### config.mk
export PLATFORM = sky130hd
export DESIGN_NAME = dtw_result_serializer
export DESIGN_NICKNAME = d
export VERILOG_FILES = /design/src/rtl/dtw_result_serializer.sv
export SDC_FILE = /design/constraint.sdc
export NUM_CORES = 1
export LEC_CHECK = 0
export CAP_MARGIN = 20
export CORE_ASPECT_RATIO = 1.75
export CORE_MARGIN = 8
export CORE_UTILIZATION = 32
export CTS_CLUSTER_DIAMETER = 60
export DETAILED_ROUTE_END_ITERATION = 10
export PLACE_DENSITY = 0.67
export SYNTH_ARGS = -nofsm -noshare
export SYNTH_HDL_FRONTEND = slang
export SYNTH_SLANG_ARGS = --single-unit
### constraint.sdc
create_clock -name M_AXIS_ACLK -period 4.65 [get_ports M_AXIS_ACLK]
set_clock_uncertainty 0.05 [all_clocks]
set_input_delay 0.93 -clock M_AXIS_ACLK [delete_from_list [all_inputs] [get_ports M_AXIS_ACLK]]
set_output_delay 0.93 -clock M_AXIS_ACLK [all_outputs]
set_load 0.02 [all_outputs]
### src/rtl/dtw_result_serializer.sv
// Round-robin collector of DTW core results, emitting one fixed-length AXI-Stream record per result.
// Optional macro DTW_SER_SEQ_EN appends a 32-bit sequence-number beat (carrying TLAST) to each record.
module dtw_result_serializer #(
    parameter int NUM_CORES            = 4,
    parameter int C_M_AXIS_TDATA_WIDTH = 32,
    parameter int QID_WIDTH            = 16
) (
    input  logic                              M_AXIS_ACLK,
    input  logic                              M_AXIS_ARESETN,
    input  logic [NUM_CORES-1:0]              res_valid,
    output logic [NUM_CORES-1:0]              res_ready,
    input  logic [NUM_CORES*32-1:0]           res_minval,
    input  logic [NUM_CORES*32-1:0]           res_position,
    input  logic [NUM_CORES*QID_WIDTH-1:0]    res_qid,
    output logic                              M_AXIS_TVALID,
    output logic [C_M_AXIS_TDATA_WIDTH-1:0]   M_AXIS_TDATA,
    output logic [C_M_AXIS_TDATA_WIDTH/8-1:0] M_AXIS_TSTRB,
    output logic                              M_AXIS_TLAST,
    input  logic                              M_AXIS_TREADY,
    output logic                              busy,
    output logic [15:0]                       records_sent
);

    typedef enum logic [2:0] {
        IDLE = 3'd0,
        HDR  = 3'd1,
        MINV = 3'd2,
        POS  = 3'd3
`ifdef DTW_SER_SEQ_EN
        ,
        SEQ  = 3'd4
`endif
    } state_t;

    state_t      state;
    logic [3:0]  ptr;
    logic [31:0] cap_minval;
    logic [31:0] cap_position;

    logic        grant_found;
    logic [3:0]  grant_idx;
    logic [31:0] sel_minval;
    logic [31:0] sel_position;
    logic [15:0] sel_qid;

`ifdef DTW_SER_SEQ_EN
    logic [31:0] seq_cnt;
`endif

    // Search starts just past the last granted core so every waiting core gets a turn.
    always_comb begin
        grant_found = 1'b0;
        grant_idx   = 4'd0;
        for (int off = 1; off <= NUM_CORES; off++) begin
            for (int j = 0; j < NUM_CORES; j++) begin
                if (!grant_found && res_valid[j] &&
                    (j == ((int'(ptr) + off) % NUM_CORES))) begin
                    grant_found = 1'b1;
                    grant_idx   = 4'(j);
                end
            end
        end
    end

    always_comb begin
        sel_minval   = '0;
        sel_position = '0;
        sel_qid      = '0;
        for (int j = 0; j < NUM_CORES; j++) begin
            if (grant_idx == 4'(j)) begin
                sel_minval                = res_minval[32*j +: 32];
                sel_position              = res_position[32*j +: 32];
                sel_qid[QID_WIDTH-1:0]    = res_qid[QID_WIDTH*j +: QID_WIDTH];
            end
        end
    end

    always_comb begin
        res_ready = '0;
        for (int j = 0; j < NUM_CORES; j++) begin
            res_ready[j] = (state == IDLE) && grant_found && (grant_idx == 4'(j));
        end
    end

    assign M_AXIS_TSTRB = '1;
    assign busy         = (state != IDLE);

    // TVALID is high in every beat state, so a beat completes whenever TREADY is seen.
    always_ff @(posedge M_AXIS_ACLK) begin
        if (!M_AXIS_ARESETN) begin
            state         <= IDLE;
            ptr           <= 4'(NUM_CORES - 1);
            cap_minval    <= '0;
            cap_position  <= '0;
            M_AXIS_TVALID <= 1'b0;
            M_AXIS_TDATA  <= '0;
            M_AXIS_TLAST  <= 1'b0;
            records_sent  <= '0;
`ifdef DTW_SER_SEQ_EN
            seq_cnt       <= '0;
`endif
        end else begin
            case (state)
                IDLE: begin
                    if (grant_found) begin
                        cap_minval    <= sel_minval;
                        cap_position  <= sel_position;
                        ptr           <= grant_idx;
                        M_AXIS_TVALID <= 1'b1;
                        M_AXIS_TDATA  <= {4'b0000, grant_idx, 8'h00, sel_qid};
                        M_AXIS_TLAST  <= 1'b0;
                        state         <= HDR;
                    end
                end
                HDR: begin
                    if (M_AXIS_TREADY) begin
                        M_AXIS_TDATA <= cap_minval;
                        state        <= MINV;
                    end
                end
                MINV: begin
                    if (M_AXIS_TREADY) begin
                        M_AXIS_TDATA <= cap_position;
`ifdef DTW_SER_SEQ_EN
                        M_AXIS_TLAST <= 1'b0;
`else
                        M_AXIS_TLAST <= 1'b1;
`endif
                        state        <= POS;
                    end
                end
                POS: begin
                    if (M_AXIS_TREADY) begin
`ifdef DTW_SER_SEQ_EN
                        M_AXIS_TDATA  <= seq_cnt;
                        M_AXIS_TLAST  <= 1'b1;
                        state         <= SEQ;
`else
                        M_AXIS_TVALID <= 1'b0;
                        M_AXIS_TLAST  <= 1'b0;
                        M_AXIS_TDATA  <= '0;
                        records_sent  <= records_sent + 16'd1;
                        state         <= IDLE;
`endif
                    end
                end
`ifdef DTW_SER_SEQ_EN
                SEQ: begin
                    if (M_AXIS_TREADY) begin
                        M_AXIS_TVALID <= 1'b0;
                        M_AXIS_TLAST  <= 1'b0;
                        M_AXIS_TDATA  <= '0;
                        seq_cnt       <= seq_cnt + 32'd1;
                        records_sent  <= records_sent + 16'd1;
                        state         <= IDLE;
                    end
                end
`endif
                default: begin
                    M_AXIS_TVALID <= 1'b0;
                    M_AXIS_TLAST  <= 1'b0;
                    state         <= IDLE;
                end
            endcase
        end
    end

endmodule
After elaboration in Yosys (flattened, before gate mapping):

Cells that the tools add are included.
W data, S select, Z words.

* shift operators: 0
* $mul: 0
* $lt $le $gt $ge: 0
* bitwise gates (word level): 6
* eq/ne operators: 22
* multiplexer cells: 59
* $add $sub $neg: 5
* div/mod/pow operators: 0
* reductions and logical operators: 70

Operators with widths (number)
* $mux W32: 12
* $logic_not A32 Y1: 4
* $pmux W32 S4: 1
* $mux W16: 4
* $mux W4: 14
* $logic_and A1 B1 Y1: 36
* $eq A3 B3 Y1 const A: 8
* $mux W1: 21
* $add A16 B1 Y16 const B: 1
* $logic_not A1 Y1: 15
* $eq A2 B3 Y1 const A: 4
* $mux W3: 4
* $pmux W3 S4: 1
* $reduce_or A2 Y1: 5
* $eq A4 B2 Y1 const B: 2
* $ne A2 B2 Y1 const B: 4
* $reduce_and A4 Y1: 2
* $eq A3 B2 Y1 const B: 2
* $reduce_and A5 Y1: 1
* $add A2 B1 Y2 const B: 2
* $add A2 B2 Y2 const B: 2
* $and A1 B1 Y1 const A: 4
* $eq A4 B1 Y1 const B: 1
* $logic_not A4 Y1: 1
* 9 further kinds: 11

* bits in latches: 0
* memory bits (read-only): 0
* flip-flop bits (word level): 119
* input port bits: 327
* memories kept: 0
* memory bits (writable): 0

Depth between registers and ports, before layout:

Gate-level depths: netlist (run 1).

* depth after elaboration: 73
* depth in mapped cells: 10
* depth with buffers taken out: 7

Worst setup path after synthesis (run 1):

Ideal clock, no wire load.

* kind: in2out
* start: input res_valid[3]
* end: output res_ready[0]
* data required time: 3.670 ns
* setup slack: 1.435 ns
* arrival: 2.235 ns
* stages: 7
* path through: buf_2 > o21ai_0 > o21ai_0 > a222oi_1 > buf_2 > buf_2 > and3_1

* longest elaborated chain between the ends: 53

RTL lines
* start: declaration: line 10 `input logic [NUM_CORES-1:0] res_valid,`
* $logic_and A1 B1 Y1 (2 in a row): line 56 `if (!grant_found && res_valid[j] &&`
* $mux W1: line 56
* $logic_not A1 Y1: line 56
* $logic_and A1 B1 Y1 (2 in a row): line 56
* $mux W1: line 56
* $logic_not A1 Y1: line 56
* $logic_and A1 B1 Y1 (2 in a row): line 56
* $mux W1: line 56
* [32 not listed]
* $logic_not A1 Y1: line 56
* $logic_and A1 B1 Y1 (2 in a row): line 56
* $mux W1: line 56
* $logic_not A1 Y1: line 56
* $logic_and A1 B1 Y1 (2 in a row): line 56
* $mux W4 / $mux W1 (equally long branches): line 56
* $logic_not A4 Y1 / $logic_and A1 B1 Y1 (equally long branches): line 81 `res_ready[j] = (state == IDLE) && grant_found && (grant_idx == 4'(j));`
* $logic_and A1 B1 Y1 *: line 81
* end: declaration: line 11 `output logic [NUM_CORES-1:0] res_ready,`

Mark *: on every way between the ends. The rest lies on a longest branch, timed or not.

Final worst setup path (run 1):

* start: input res_valid[2]
* end: output res_ready[0]

* longest elaborated chain between the ends: 57

RTL lines (line)
* $logic_and A1 B1 Y1 (2 in a row): 56
* $mux W1: 56
* $logic_not A1 Y1: 56
* $logic_and A1 B1 Y1 (2 in a row): 56
* $mux W1: 56
* $logic_not A1 Y1: 56
* $logic_and A1 B1 Y1 (2 in a row): 56
* $mux W1: 56
* [36 not listed]
* $logic_not A1 Y1: 56
* $logic_and A1 B1 Y1 (2 in a row): 56
* $mux W1: 56
* $logic_not A1 Y1: 56
* $logic_and A1 B1 Y1 (2 in a row): 56
* $mux W4 / $mux W1 (equally long branches): 56
* $logic_not A4 Y1 / $logic_and A1 B1 Y1 (equally long branches): 81
* $logic_and A1 B1 Y1 *: 81

Marked as above.

==> flow_summary.toml, run 1 <==
[logic_synthesis]
synthMuxAreaShare_pct = 0.134
yosysMostFrequentCell = "dfxtp_1"
synth_ff_type = "dfxtp_1"
synth_edf_count = 0
yosysSeqAreaShare_pct = 31.5
syn_inst = 1016
yosysTopAreaCellShare_pct = 31.5
synth_xor_area_share_pct = 1.52
ys_ff_latch = 118
ys_top_cells_by_count = "dfxtp_1 (118), inv_1 (114), a21oi_1 (113)"
syn-cell-area_um2 = 7490
synth_compound_area_share_pct = 39.4
synth_area_leaders = "dfxtp_1 (32%), a21oi_1 (7.5%), o21ai_0 (6.5%)"
synthDistinctLibCells = 53
async_flop_share_pct = 0
synth.largest_area_cell = "dfxtp_1"
synth_adder_area_share_pct = 0.835
synth_top_family_by_area = "compound AO/OA/AOI/OAI gates"
synth_area_per_cell_um2 = 7.38
synth_warnings = 0
synth_simple_gate_area_share_pct = 14.1

[sta]
slew_violations = 0
hold_ws_ns = 0.409
tns_ns = 0
slew_headroom_pct = 35.3
setup_viol = 0
tightest_slew_ns = 0.970
hold_viol = 0
fin_crit_sh_pct = 92.2
max_freq_ghz = 0.233
rsz0062_at_grt = "false"
post-route-min-period_ns = 4.29

[cts]
clkTransAtPathRegs_ns = 0.05
clock_latency_ns = 0.42
cts_tree = "done"
cts_root_buf = "clkbuf_16"
cts_buffer_depth = 2
cts_setup_buffers = 0
cts_max_level = 4
postCtsHoldBufs = 0
numClockSinks = 118
cts_made_buffers = 17
post_cts_resized = 0

[finish]
final_cell_area_um2 = 12000
final_net_count = 1661
syn2layout_area_growth_pct = 60.7
n_fill_cell = 2266
drive_gt1_share_pct = 5.59
multi_input_comb_area_um2 = 4290
utilization_pct = 52.0
diodes = 0
sequential_cell_area_um2 = 2360

[pwr]
p_leak_nw = 4.47
power_frac_seq_pct = 25.2
combPwrFrac_pct = 54.2
p_switching_mw = 2.99
powerDensity_nw_per_um2 = 543
switching_share_pct = 45.7
pwr-share-clk_pct = 20.5
power.internal_mw = 3.55
irDropWorstVdd_v = 0.000358

[grt]
antenna_found_initial = 1
grt_pass1_vias = 9438
grtUsageTotal_pct = 24.8
grt_max_degree = 95
grt_pass1_wl_um = 55800
grt_overflow = 0

[worst_setup_path]
r2r_end = "cap_minval[1]$_SDFFE_PN0N_"
end_kind = "output port"
rrSetupSlack_ns = 1.24
crit_path_max_fanout = 9
worst_ep_required_time_ns = 3.67
worstPathArrival_ns = 3.31
cp-endpoint = "res_ready[0]"
reg2reg_depth = 8
worstReg2RegStart = "state[1]$_SDFFE_PN0P_"
startpoint = "res_valid[2]"
start_kind = "primary input"
worst-setup-path-type = "in -> out"

[hold_path]
min_path_type = "reg -> reg"

[run_status]
status = "complete, no violations"

[die]
die-area_um2 = 28800
num_rows = 74
core_area_um2 = 23100
initial_core_util_pct = 32.4
die_h_um = 218
num_io_pins = 386
fp.dieW_um = 132

[detailed_routing]
dr.pass1.iters = 5
drt-wirelength-per-cell_um = 22.6
routed_wirelength_um = 37100
drt-initial-drc-count = 639
drc = 0
antenna_left = 0
dr_total_vias = 9269
via_per_inst = 5.63

[place]
routabilityCongestion = 0.867
numPortBuffers = 381
place_area_um2 = 11400
dpl.hpwl_um = 27300

[flow_run]
timing.max_cap.violations = 0
[per-stage QoR]
step | setup WS, ns | std cells | total power [mW]
2_1_floorplan | 1.44 | 1019 | 3.80
3_3_place_gp | 0.467 | 1613 | 5.14
3_5_place_dp | 0.422 | 1613 | 5.18
4_1_cts | 0.393 | 1644 | 6.55
5_1_grt | 0.268 | 1645 | 6.95
6_report | 0.362 | 1645 | 6.55
[sequential cells by signal, indices dropped and copies added (netlist names)]
name / flops
M_AXIS_TDATA: 32
cap_minval: 32
cap_position: 32
records_sent: 16
ptr: 2
state: 2
M_AXIS_TLAST: 1
M_AXIS_TVALID: 1
[worst min-delay path by stage]
stage	cells past startpoint	to	start	slack, ns
finish	2	M_AXIS_TDATA[24]$_SDFFE_PN0P_	M_AXIS_TDATA[24]$_SDFFE_PN0P_	0.41
floorplan	2	cap_minval[28]$_SDFFE_PN0N_	cap_minval[28]$_SDFFE_PN0N_	0.42
detailed placement	2	M_AXIS_TDATA[24]$_SDFFE_PN0P_	M_AXIS_TDATA[24]$_SDFFE_PN0P_	0.41
CTS	2	M_AXIS_TDATA[24]$_SDFFE_PN0P_	M_AXIS_TDATA[24]$_SDFFE_PN0P_	0.41
global route	2	M_AXIS_TDATA[24]$_SDFFE_PN0P_	M_AXIS_TDATA[24]$_SDFFE_PN0P_	0.44
global placement	2	M_AXIS_TDATA[25]$_SDFFE_PN0P_	M_AXIS_TDATA[25]$_SDFFE_PN0P_	0.41
[critical path, stage by stage]
cell             delay [ns]
clkdlybuf4s50_1        0.62
buf_4                  0.27
o21ai_0                0.13
o21ai_0                0.10
a222oi_1               0.36
and3_1                 0.23
clkdlybuf4s50_1        0.67
[power groups by stage]
stage               clock network, mW  logic [mW]  registers (mW)
finish                           1.34        3.55            1.65
global route                     1.41        3.85            1.69
CTS                              1.37        3.53            1.65
detailed placement                  0        3.51            1.67
global placement                    0        3.48            1.66
floorplan                           0        2.19            1.61
[cells by family after synthesis]
logic type | count (synthesis)
AOI/OAI and AO/OA | 452
buffers and inverters | 226
and+or+nand+nor | 200
DFF | 118
xor gates and xnor gates | 13
adders and majority gates | 5
other | 1
muxes | 1
[cell type report]
class                           count  share of cell area, %
Clock inverter                     13                   1.31
Multi-Input combinational cell    675                   35.6
Sequential cell                   118                   19.6
Clock buffer                       18                   3.65
Inverter                          114                   3.55
Tap cell                          304                   3.16
Timing Repair Buffer              403                   33.1
[routing by layer]
layer  up-vias  wire, um  global-route usage (%)
met5         -         0                       0
met4         0      1420                    12.6
met3        70      2610                    5.59
met2       439     18900                    42.9
met1      4361     14200                    28.0
li1       4399         -                       -
[layout by cell type, fill, tap and decap left out, types with 33 or more instances in the layout]
| cell type | synthesis | final |
|---|---|---|
| dfxtp_1 | 118 | 118 |
| a221oi_1 | 33 | 33 |
| inv_1 | 114 | 113 |
| a21oi_1 | 113 | 112 |
| clkdlybuf4s50_1 | 0 | 380 |
| nor3b_1 | 37 | 37 |
| o22ai_1 | 48 | 47 |
| o32ai_1 | 41 | 41 |
| nand3_1 | 39 | 39 |
| nor2_1 | 41 | 40 |
| o21ai_0 | 98 | 98 |
Note: power is estimated with default switching activity, not from simulation.
==> run 2, diff against run 1 <==
--- a/config.mk
+++ b/config.mk
@@ -11,7 +11,7 @@
 export CORE_UTILIZATION = 32
 export CTS_CLUSTER_DIAMETER = 60
 export DETAILED_ROUTE_END_ITERATION = 10
-export PLACE_DENSITY = 0.67
+export PLACE_DENSITY = 0.69
 export SYNTH_ARGS = -nofsm -noshare
 export SYNTH_HDL_FRONTEND = slang
 export SYNTH_SLANG_ARGS = --single-unit
==> constraint.sdc (replaced) <==
create_clock -name M_AXIS_ACLK -period 3.84 [get_ports M_AXIS_ACLK]
set_clock_uncertainty 0.05 [all_clocks]
set_input_delay 0.768 -clock M_AXIS_ACLK [delete_from_list [all_inputs] [get_ports M_AXIS_ACLK]]
set_output_delay 0.768 -clock M_AXIS_ACLK [all_outputs]
set_load 0.02 [all_outputs]
==> run 2 against run 1 <==
Against the previous run: count of clock-buffer cells in the layout is 3 higher; non-clock buffer count is 7 higher; combinational power is 21% higher; sequential power is 21% higher; power is 22% higher; global-route usage is 0.13 points higher.
==> flow_summary.toml, run 2 (same netlist as run 1, synthesis figures left out) <==
[detailed_routing]
routed_wirelength_um = 37200
drt-wirelength-per-cell_um = 22.4
dr.pass1.iters = 7
drc = 0
dr_total_vias = 9406
drt-initial-drc-count = 666
via_per_inst = 5.67
antenna_left = 0

[sta]
rsz0062_at_grt = "false"
tightest_slew_ns = 0.885
finalWorstSetupSlack_ns = 0.128
max_freq_ghz = 0.269
slew_violations = 0
tns_ns = 0
post-route-min-period_ns = 3.71
slew_headroom_pct = 41.0
fin_crit_sh_pct = 96.7
setup_viol = 0
hold_viol = 0

[place]
dpl.hpwl_um = 27300
place_area_um2 = 11500
place_ws_ns = 0.153
routabilityCongestion = 0.835
numPortBuffers = 381

[hold_path]
hold_depth = 2
min_from = "M_AXIS_TDATA[24]$_SDFFE_PN0P_"
min_path_type = "reg -> reg"
whs_endpoint = "M_AXIS_TDATA[24]$_SDFFE_PN0P_"

[worst_setup_path]
slowest_delay_ns = 0.67
rrSetupSlack_ns = 0.87
cp_cell_sequence = "clkdlybuf4s50_1 -> buf_4 -> o21ai_0 -> a2bb2oi_4 -> nor2_1 -> clkdlybuf4s50_1"
r2r_end = "cap_minval[12]$_SDFFE_PN0N_"
worstReg2RegStart = "state[1]$_SDFFE_PN0P_"
cp_top_family = "buffers and inverters"
worst-setup-path-type = "in -> out"
crit_path_max_fanout = 9
worstPathBufferInverterCount = 3
worstPathArrival_ns = 2.89
start_kind = "primary input"
crit_slowest_cell = "clkdlybuf4s50_1"
path_common_cell = "clkdlybuf4s50_1"
worst_ep_required_time_ns = 3.02
reg2reg_depth = 8
end_kind = "output port"

[pwr]
powerDensity_nw_per_um2 = 659
combPwrFrac_pct = 53.9
finalPower_mw = 7.99
pwr-share-clk_pct = 21.1
switching_share_pct = 45.3
power.internal_mw = 4.37
irDropWorstVdd_v = 0.000363
p_switching_mw = 3.62
p_leak_nw = 4.54
power_frac_seq_pct = 25.0

[finish]
drive_gt1_share_pct = 6.08
sequential_cell_area_um2 = 2360
syn2layout_area_growth_pct = 61.8
final_common_cell = "clkdlybuf4s50_1"
top_regs = "M_AXIS_TDATA (32), cap_minval (32), cap_position (32)"
n_fill_cell = 2257
layout_common_cells = "clkdlybuf4s50_1 (378), dfxtp_1 (118), inv_1 (113), a21oi_1 (112), o21ai_0 (98)"
final_net_count = 1668
final_cell_area_um2 = 12100
multi_input_comb_area_um2 = 4290

[grt]
use_met3_pct = 5.49
met2_usage_pct = 44.7
grt_pass1_vias = 9625
met1_usage_pct = 27.8
grtUsageTotal_pct = 24.9
grt-busiest-layer = "met2"
grt_max_degree = 69
grt_overflow = 0
antenna_found_initial = 5
grt_pass1_wl_um = 56300

[cts]
cts_made_buffers = 17
clkTransAtPathRegs_ns = 0.05
post_cts_resized = 0
clock_latency_ns = 0.42
cts_tree = "done"
cts_setup_buffers = 0
cts_max_level = 4
numClockSinks = 118
postCtsHoldBufs = 0
cts_root_buf = "clkbuf_16"
cts_buffer_depth = 2

[die]
die-area_um2 = 28800
num_io_pins = 386
fp.dieW_um = 132
initial_core_util_pct = 32.4
core_area_um2 = 23100
die_h_um = 218
num_rows = 74

[run_status]
status = "complete, no violations"

[flow_run]
timing.max_cap.violations = 0
==> run 2: changes by cell type in the layout (fill, tap and decap cells not counted), sizes merged <==
cell / before / now
buf: 23 / 30
clkbuf: 18 / 21
clkdlybuf4s50: 380 / 378
clkinv: 6 / 3
diode: 0 / 5
dlymetal6s2s: 0 / 2
inv: 114 / 115
==> run 2: layout make-up <==
cell class	count	area share [%]
antenna	5	0.103
sequential	118	19.5
timing repair buffer	410	33.3
inverter	114	3.53
multi-input combinational	675	35.4
clock inverter	11	1.22
clock buffer	21	3.88
tap	304	3.14
==> run 2: worst max path at each step <==
stage / from / end / depth (start not counted)
2_1_floorplan: res_valid[3] / res_ready[0] / 7
3_3_place_gp: res_valid[1] / res_ready[0] / 5
3_5_place_dp: res_valid[1] / res_ready[0] / 5
4_1_cts: res_valid[1] / res_ready[0] / 5
5_1_grt: res_valid[3] / res_ready[1] / 6
6_report: res_valid[3] / res_ready[1] / 6
==> run 2: metal layers <==
metal  vias up  part of all wire [%]
li1       4429                     -
met1      4512                    38
met2       418                    52
met3        47                   6.8
met4         0                   2.7
met5         -                     0
==> run 2: worst min-delay path: stages (launching register included) <==
cell     delay [ns]
dfxtp_1        0.32
nand2_1        0.05
a21oi_1        0.05
==> run 2: power groups by stage <==
stage | combinational [mW] | clock (mW) | sequential, mW
after floorplan | 2.65 | 0 | 1.95
after global placement | 4.24 | 0 | 2.01
after detailed placement | 4.28 | 0 | 2.02
after CTS | 4.30 | 1.71 | 2.00
after global routing | 4.70 | 1.76 | 2.04
final | 4.31 | 1.68 | 2.00
==> run 2: stage by stage <==
| stage | hold slack (ns) | utilization, % | std cells |
|---|---|---|---|
| finish | 0.425 | 52.4 | 1658 |
| global route | 0.459 | 52.4 | 1658 |
| CTS | 0.424 | 52.3 | 1652 |
| detailed placement | 0.416 | 49.6 | 1620 |
| global placement | 0.413 | 49.6 | 1620 |
| floorplan | 0.418 | - | 1019 |
==> run 3, diff against run 2 <==
==> constraint.sdc (replaced) <==
create_clock -name M_AXIS_ACLK -period 3.84 [get_ports M_AXIS_ACLK]
set_clock_uncertainty 0.05 [all_clocks]
set_input_delay 0.768 -clock M_AXIS_ACLK [delete_from_list [all_inputs] [get_ports M_AXIS_ACLK]]
set_output_delay 0.768 -clock M_AXIS_ACLK [all_outputs]
set_load 0.1 [all_outputs]
==> run 3 against run 2 <==
Against the previous run: global-route usage shrank 0.16 points; count of clock-buffer cells in the layout shrank 3; power grew 7.8%; critical endpoint is now res_ready[3]; final cell count is essentially flat; non-clock buffer count grew 1; combinational power grew 16%; register-to-register slack gained 0.25 ns; via count shrank 0.46%; die area is the same; setup slack gained 0.27 ns.
==> flow_summary.toml, run 3 (same netlist as run 1, synthesis figures left out) <==
[sta]
tns_ns = 0
max_freq_ghz = 0.291
slew_violations = 0
tightest_slew_ns = 1.08
setup_viol = 0
post-route-min-period_ns = 3.44
fin_crit_sh_pct = 89.5
hold_viol = 0
rsz0062_at_grt = "false"
slew_headroom_pct = 27.5

[grt]
grt_overflow = 0
grt_pass1_wl_um = 55700
grt_pass1_vias = 9580
grtUsageTotal_pct = 24.7
antenna_found_initial = 4
grt_max_degree = 69

[detailed_routing]
via_per_inst = 5.65
drt-initial-drc-count = 595
dr.pass1.iters = 5
routed_wirelength_um = 37100
drc = 0
dr_total_vias = 9363
drt-wirelength-per-cell_um = 22.4
antenna_left = 0

[cts]
clock_latency_ns = 0.42
clkTransAtPathRegs_ns = 0.06
cts_max_level = 4
cts_tree = "done"
numClockSinks = 118
cts_made_buffers = 17
cts_buffer_depth = 2
cts_setup_buffers = 0
postCtsHoldBufs = 0
cts_root_buf = "clkbuf_16"
post_cts_resized = 0

[run_status]
status = "complete, no violations"

[pwr]
p_leak_nw = 4.55
p_switching_mw = 4.31
powerDensity_nw_per_um2 = 709
finalPower_mw = 8.61
combPwrFrac_pct = 58.2
power_frac_seq_pct = 23.1
switching_share_pct = 50.0
irDropWorstVdd_v = 0.000465
pwr-share-clk_pct = 18.7
power.internal_mw = 4.30

[worst_setup_path]
reg2reg_depth = 8
end_kind = "output port"
worst-setup-path-type = "in -> out"
rrSetupSlack_ns = 1.12
worstReg2RegStart = "state[0]$_SDFFE_PN0P_"
worst_ep_required_time_ns = 3.02
startpoint = "res_valid[1]"
crit_path_max_fanout = 13
cp-endpoint = "res_ready[3]"
r2r_end = "cap_minval[12]$_SDFFE_PN0N_"
start_kind = "primary input"
worstPathArrival_ns = 2.62

[hold_path]
min_path_type = "reg -> reg"

[die]
die_h_um = 218
initial_core_util_pct = 32.4
num_io_pins = 386
core_area_um2 = 23100
die-area_um2 = 28800
fp.dieW_um = 132
num_rows = 74

[place]
numPortBuffers = 381
routabilityCongestion = 0.829
dpl.hpwl_um = 27600

[finish]
utilization_pct = 52.5
final_net_count = 1669
syn2layout_area_growth_pct = 62.1
drive_gt1_share_pct = 6.81
layout_common_cells = "clkdlybuf4s50_1 (372), dfxtp_1 (118), inv_1 (113), a21oi_1 (112), o21ai_0 (98)"
top_regs = "M_AXIS_TDATA (32), cap_minval (32), cap_position (32)"
final_common_cell = "clkdlybuf4s50_1"

[flow_run]
timing.max_cap.violations = 0
==> run 3: cell type report <==
cell class | count | area (um2)
well taps | 304 | 380
clock buffers | 18 | 439
flip-flops and latches | 118 | 2360
fillers | 2205 | 11000
repair buffers | 411 | 4090
inverters | 114 | 428
clock inverters | 14 | 151
multi-input cells | 675 | 4290
diodes | 3 | 7.51
==> run 3: critical path, stage by stage <==
cell and delay, ns:
clkdlybuf4s50_1 0.63, or4_4 0.61, nand2_2 0.27, nor2_1 0.15
buf_12 0.19
==> run 3: through the flow <==
step / hold WS, ns / setup WS [ns] / std cells / area [um2]
finish: 0.411 / 0.402 / 1657 / 12100
global route: 0.444 / 0.310 / 1657 / 12100
CTS: 0.413 / 0.421 / 1654 / 12100
detailed placement: 0.405 / 0.446 / 1622 / 11500
global placement: 0.395 / 0.482 / 1621 / 11500
floorplan: 0.418 / 0.103 / 1019 / 7510
==> run 3: worst min-delay path by stage <==
stage	from	endpoint	slack [ns]	cells past startpoint
after floorplan	cap_minval[28]$_SDFFE_PN0N_	cap_minval[28]$_SDFFE_PN0N_	0.42	2
final	M_AXIS_TDATA[24]$_SDFFE_PN0P_	M_AXIS_TDATA[24]$_SDFFE_PN0P_	0.41	2
after CTS	M_AXIS_TDATA[24]$_SDFFE_PN0P_	M_AXIS_TDATA[24]$_SDFFE_PN0P_	0.41	2
after global placement	M_AXIS_TDATA[25]$_SDFFE_PN0P_	M_AXIS_TDATA[25]$_SDFFE_PN0P_	0.39	2
after detailed placement	M_AXIS_TDATA[24]$_SDFFE_PN0P_	M_AXIS_TDATA[24]$_SDFFE_PN0P_	0.41	2
after global routing	M_AXIS_TDATA[25]$_SDFFE_PN0P_	M_AXIS_TDATA[25]$_SDFFE_PN0P_	0.44	2
==> run 3: metal layers <==
layer  track usage [%]  vias up  share of wire, %
met5                 0        -             0.035
met4              12.1        2               3.8
met3              6.83       67               7.5
met2              44.7      443                52
met1              25.9     4417                37
li1                  -     4434                 -
==> run 3: power groups by stage <==
stage / clock network, mW / registers (mW) / logic (mW)
after floorplan: 0 / 2.44 / 2.81
after global placement: 0 / 2.01 / 4.93
after detailed placement: 0 / 2.02 / 4.99
after CTS: 1.64 / 2.00 / 5.01
after global routing: 1.69 / 2.04 / 5.42
final: 1.61 / 1.99 / 5.01
